<file path="src/rtl/uart_rx.sv">
// UART receiver for 8N1-style frames, oversampling at 4x baud.
// uart_clk is a clk-synchronous sample enable from the divider, never used as a clock.
module uart_rx #(
    parameter int DATA_BITS = 8
) (
    input  logic                 clk,
    input  logic                 res_n,
    input  logic                 uart_clk,
    input  logic                 rx,
    output logic [DATA_BITS-1:0] data,
    output logic                 valid,
    output logic                 frame_err,
    output logic                 busy
);

    localparam int CNT_W = (DATA_BITS > 1) ? $clog2(DATA_BITS) : 1;
    localparam logic [CNT_W-1:0] LAST_BIT = CNT_W'(DATA_BITS - 1);

    typedef enum logic [1:0] {IDLE, START, DATA, STOP} state_t;

    state_t               state, state_n;
    logic                 rx_meta, rx_s;
    logic                 uart_clk_q, tick;
    logic                 armed, armed_n;
    logic [1:0]           tick_cnt, tick_cnt_n;
    logic [CNT_W-1:0]     bit_cnt, bit_cnt_n;
    logic [DATA_BITS-1:0] shreg, shreg_n, data_n;
    logic                 valid_n, frame_err_n, busy_n;

    always_ff @(posedge clk) begin
        if (!res_n) begin
            rx_meta    <= 1'b1;
            rx_s       <= 1'b1;
            uart_clk_q <= 1'b0;
        end else begin
            rx_meta    <= rx;
            rx_s       <= rx_meta;
            uart_clk_q <= uart_clk;
        end
    end

    assign tick = uart_clk & ~uart_clk_q;

    always_ff @(posedge clk) begin
        if (!res_n) begin
            state     <= IDLE;
            armed     <= 1'b0;
            tick_cnt  <= '0;
            bit_cnt   <= '0;
            shreg     <= '0;
            data      <= '0;
            valid     <= 1'b0;
            frame_err <= 1'b0;
            busy      <= 1'b0;
        end else begin
            state     <= state_n;
            armed     <= armed_n;
            tick_cnt  <= tick_cnt_n;
            bit_cnt   <= bit_cnt_n;
            shreg     <= shreg_n;
            data      <= data_n;
            valid     <= valid_n;
            frame_err <= frame_err_n;
            busy      <= busy_n;
        end
    end

    always_comb begin
        state_n     = state;
        armed_n     = armed;
        tick_cnt_n  = tick_cnt;
        bit_cnt_n   = bit_cnt;
        shreg_n     = shreg;
        data_n      = data;
        frame_err_n = frame_err;
        busy_n      = busy;
        valid_n     = 1'b0;
        if (tick) begin
            case (state)
                IDLE: begin
                    // A low line only counts as a start once a high tick has been seen.
                    if (rx_s) begin
                        armed_n = 1'b1;
                    end else if (armed) begin
                        state_n    = START;
                        tick_cnt_n = '0;
                    end
                end
                START: begin
                    if (!rx_s) begin
                        state_n    = DATA;
                        tick_cnt_n = '0;
                        bit_cnt_n  = '0;
                        busy_n     = 1'b1;
                    end else begin
                        state_n = IDLE;
                        armed_n = 1'b1;
                    end
                end
                DATA: begin
                    tick_cnt_n = tick_cnt + 2'd1;
                    if (tick_cnt == 2'd3) begin
                        shreg_n[bit_cnt] = rx_s;
                        if (bit_cnt == LAST_BIT) begin
                            state_n    = STOP;
                            tick_cnt_n = '0;
                        end else begin
                            bit_cnt_n = bit_cnt + 1'b1;
                        end
                    end
                end
                STOP: begin
                    tick_cnt_n = tick_cnt + 2'd1;
                    if (tick_cnt == 2'd3) begin
                        data_n      = shreg;
                        frame_err_n = ~rx_s;
                        valid_n     = 1'b1;
                        busy_n      = 1'b0;
                        armed_n     = rx_s;
                        state_n     = IDLE;
                    end
                end
                default: state_n = IDLE;
            endcase
        end
    end

endmodule
</file>
<file path="config.mk">
export PLATFORM = sky130hd
export DESIGN_NAME = uart_rx
export DESIGN_NICKNAME = d
export VERILOG_FILES = /design/src/rtl/uart_rx.sv
export SDC_FILE = /design/constraint.sdc
export NUM_CORES = 1
export LEC_CHECK = 0
export ABC_AREA = 1
export BUFFER_PORTS_ARGS = -buffer_cell sky130_fd_sc_hd__buf_4
export CAP_MARGIN = 5
export CORE_AREA = 4 4 73 75
export DETAILED_ROUTE_END_ITERATION = 7
export DIE_AREA = 0 0 77 79
export PLACE_DENSITY = 0.49
export SLEW_MARGIN = 25
export SYNTH_ARGS = -nofsm -noshare
export SYNTH_HDL_FRONTEND = slang
export SYNTH_SLANG_ARGS = --single-unit
export TNS_END_PERCENT = 10
</file>
<file path="constraint.sdc">
create_clock -name clk -period 1.3 [get_ports clk]
set_input_delay 0.195 -clock clk [delete_from_list [all_inputs] [get_ports clk]]
set_output_delay 0.195 -clock clk [all_outputs]
set_load 0.02 [all_outputs]
</file>
==> reports/qor.txt <==
Worst rel slew slack: 0.746
Cells after synthesis: 183
CP Class: register to register
Failing checks: negative setup slack
Routed vias: 1,190
YS warnings: 0
Setup-failing EPs final: 3
Switching power: 413 µW
First DRT Iteration DRCs: 32
Fin crit share: 1.02
Tot Pwr: 1.91 mW
Hold WS: 103 ps
Area grow syn2layout: 30.2%
Drt drc: 0
Register bit count reported by yosys: 30
First drt pass iteration count: 4
Non-filler cells, final: 264
IO Port Bufs: 14
Hold EP: rx_meta$_SDFF_PN1_
Io pins: 15
Num rows: 25
Cts bufs inserted: 5
Root Driver: clkbuf_8
GPL Wtd Cong: 0.828
Worst setup EP type: register
Layout fillers: 471
Placed insts: 255
Leakage: 0.805 nW
Post-synth top area cell: dfxtp_1
DPL Wire Length: 2200 µm
DRT antenna net count: 0
Ys async rst share: 0
Area of placed instances: 1600 µm²
Reg2reg path depth: 8
Routed len/inst: 11.4 µm
Vias per Instance: 4.51
R2R setup slack: -30 ps
Layout cells sized above 1: 0.319
Clock power share: 0.461
Worst path cell trace: ha_4 -> ha_4 -> inv_2 -> nand3_2 -> o21bai_2 -> nand2_2 -> o21ai_1 -> nor2_1
Finished Core Util: 0.378
Post-synth top flop: dfxtp_1
Largest net degree at the start of global routing: 20
WHS Path Cells: 2
Insertion delay to the later sink of the worst-skew pair: 280 ps
Final setup margin: -27.3 ps
Crit-path max cell delay: 350 ps
Sequential power share: 0.489
CP arrival: 1510 ps
Reg-to-reg startpoint: bit_cnt[0]$_SDFFE_PN0P_
Grt total ovfl: 0
Sw Share: 0.216
Peak supply drop: 591 µV
Hold WC Path Type: primary input to register
Slew @ Worst Pin: 381 ps
Avg Synthesized Cell Area: 7.40 µm²
CTS tree: done
Reg-to-reg endpoint: bit_cnt[0]$_SDFFE_PN0P_
Core area: 4660 µm²
CP dominant cell by count: ha_4
Max Clock Skew: 5.71 ps
Final hold vios: 0
Max frequency: 753 MHz
Pint: 1.50 mW
Commonest cells post-synth: 42 x nor2_1, 30 x dfxtp_1, 18 x nand2_1, 17 x inv_1, 16 x o21ai_0
Mapped cell area: 1350 µm²
GRT Util Overall: 0.109
Unrepaired setup endpoints after global routing: yes
Post-synth EDFFs: 0
Die X: 77 µm
Initial antenna violation count: 0
Diode count: 0
Critical Path RT: 1480 ps
Synth area leaders: dfxtp_1 44%, nor2_1 12%, o21ai_0 5.9%
Seq/Total Area, Yosys: 0.444
Distinct cells, synth: 27
Outcome: finished, violations left
Max_cap viols: 0
CP max stage cell: dfxtp_4
First-pass GRT wire length: 5190 µm
H-tree levels: 2
Vias in the first global route: 1,140
Final Cell Area: 1760 µm²
Clock Pin Slew Worst Setup and Hold Paths: 70 ps
Comb pwr share: 0.050
Total clock sinks: 30
Die Ht: 79 µm
Die ar.: 6080 µm²
Post-Route WL: 3000 µm
Yosys top cell area share: 0.444
CP Max Fanout: 4
Power Density: 1080 nW/µm²
Crit start category: register
Initial core utilization: 0.290
Syn Nets: 190
Min cycle time layout: 1330 ps
Max clock buf depth: 2
Most frequent cell after synthesis: nor2_1
Fin. max-slew vios: 0
Hold Startpoint: rx
Final net count: 216
==> critical path: cells and delay by family, from the launching register on <==
kind | cells | cell delay, ps
adders and majority gates | 2 | 310
and+or+nand+nor | 3 | 250
buffers and inverters | 1 | 50
DFF | 1 | 350
AOI/OAI and AO/OA | 2 | 260
==> power by group through the flow <==
stage | Combinational (mW) | Sequential [mW] | Clock, mW
final | 0.0952 | 0.935 | 0.881
after global routing | 0.109 | 0.935 | 0.947
after CTS | 0.0944 | 0.934 | 0.910
after detailed placement | 0.0944 | 0.954 | 0
after global placement | 0.0936 | 0.954 | 0
after floorplan | 0.0663 | 0.953 | 0
==> per-layer routing <==
| metal | GRT usage | vias to the layer above | wire, µm |
|---|---|---|---|
| met2 | 0.180 | 15 | 1370 |
| met5 | 0 | - | 0 |
| li1 | - | 639 | - |
| met1 | 0.130 | 525 | 1450 |
| met3 | 0.0306 | 11 | 94 |
| met4 | 0.0552 | 0 | 94 |
==> kinds of logic after synthesis <==
| group | count (synthesis) | share of synthesized area |
|---|---|---|
| flip-flops | 30 | 0.444 |
| adder cells (fa/ha/maj) | 3 | 0.0277 |
| AND/OR/NAND/NOR | 89 | 0.298 |
| AO/OA/AOI/OAI | 32 | 0.135 |
| buffers and inverters | 29 | 0.0961 |
==> placed cells by master (no fill, tap or decap), types with 4 or more instances in the layout <==
master,count
nand2_2,4
a21oi_1,11
o21ai_0,12
inv_2,7
dfxtp_1,24
buf_4,22
nand3_1,6
clkbuf_8,8
nor3_1,11
dfxtp_2,5
nor2_1,41
nand2_1,17
inv_1,15
==> metrics by stage <==
step	setup WS (ps)	TNS (ps)
floorplan	11.5	0
global placement	-39.3	-107
detailed placement	-47.9	-149
CTS	-19.0	-63.4
global route	-93.6	-579
finish	-27.3	-46.5
==> registers in the layout (all words and copies together), names as in the netlist, named ones only <==
signal      count
state           1
tick_cnt        2
busy            1
shreg           8
uart_clk_q      1
armed           1
rx_meta         1
valid           1
data            8
bit_cnt         3
frame_err       1
rx_s            1
==> worst max-delay path by stage <==
stage | from | to | slack (ps)
after floorplan | bit_cnt[0]$_SDFFE_PN0P_ | bit_cnt[0]$_SDFFE_PN0P_ | 10
after global placement | tick_cnt[1]$_SDFFE_PN0P_ | tick_cnt[0]$_SDFFE_PN0P_ | -40
after detailed placement | bit_cnt[0]$_SDFFE_PN0P_ | bit_cnt[0]$_SDFFE_PN0P_ | -50
after CTS | bit_cnt[0]$_SDFFE_PN0P_ | bit_cnt[2]$_SDFFE_PN0P_ | -20
after global routing | bit_cnt[0]$_SDFFE_PN0P_ | bit_cnt[1]$_SDFFE_PN0P_ | -90
final | bit_cnt[0]$_SDFFE_PN0P_ | bit_cnt[0]$_SDFFE_PN0P_ | -30
==> what timing repair did <==
item	4_1_cts	5_1_grt
pin swaps	3	3
hold buffers	0	0
endpoints found under the setup margin	8	17
endpoints found under the hold margin	0	0
setup buffers	0	1
gates resized for setup	3	13
==> cell type report <==
type | instances | area (µm²) | share of cell area
Multi-Input combinational cell | 124 | 678 | 0.385
Sequential cell | 30 | 611 | 0.346
Timing Repair Buffer | 25 | 208 | 0.118
Clock buffer | 8 | 110 | 0.0625
Inverter | 23 | 88.8 | 0.0504
Tap cell | 54 | 67.6 | 0.0383
Power figures use the tool's default switching activity.
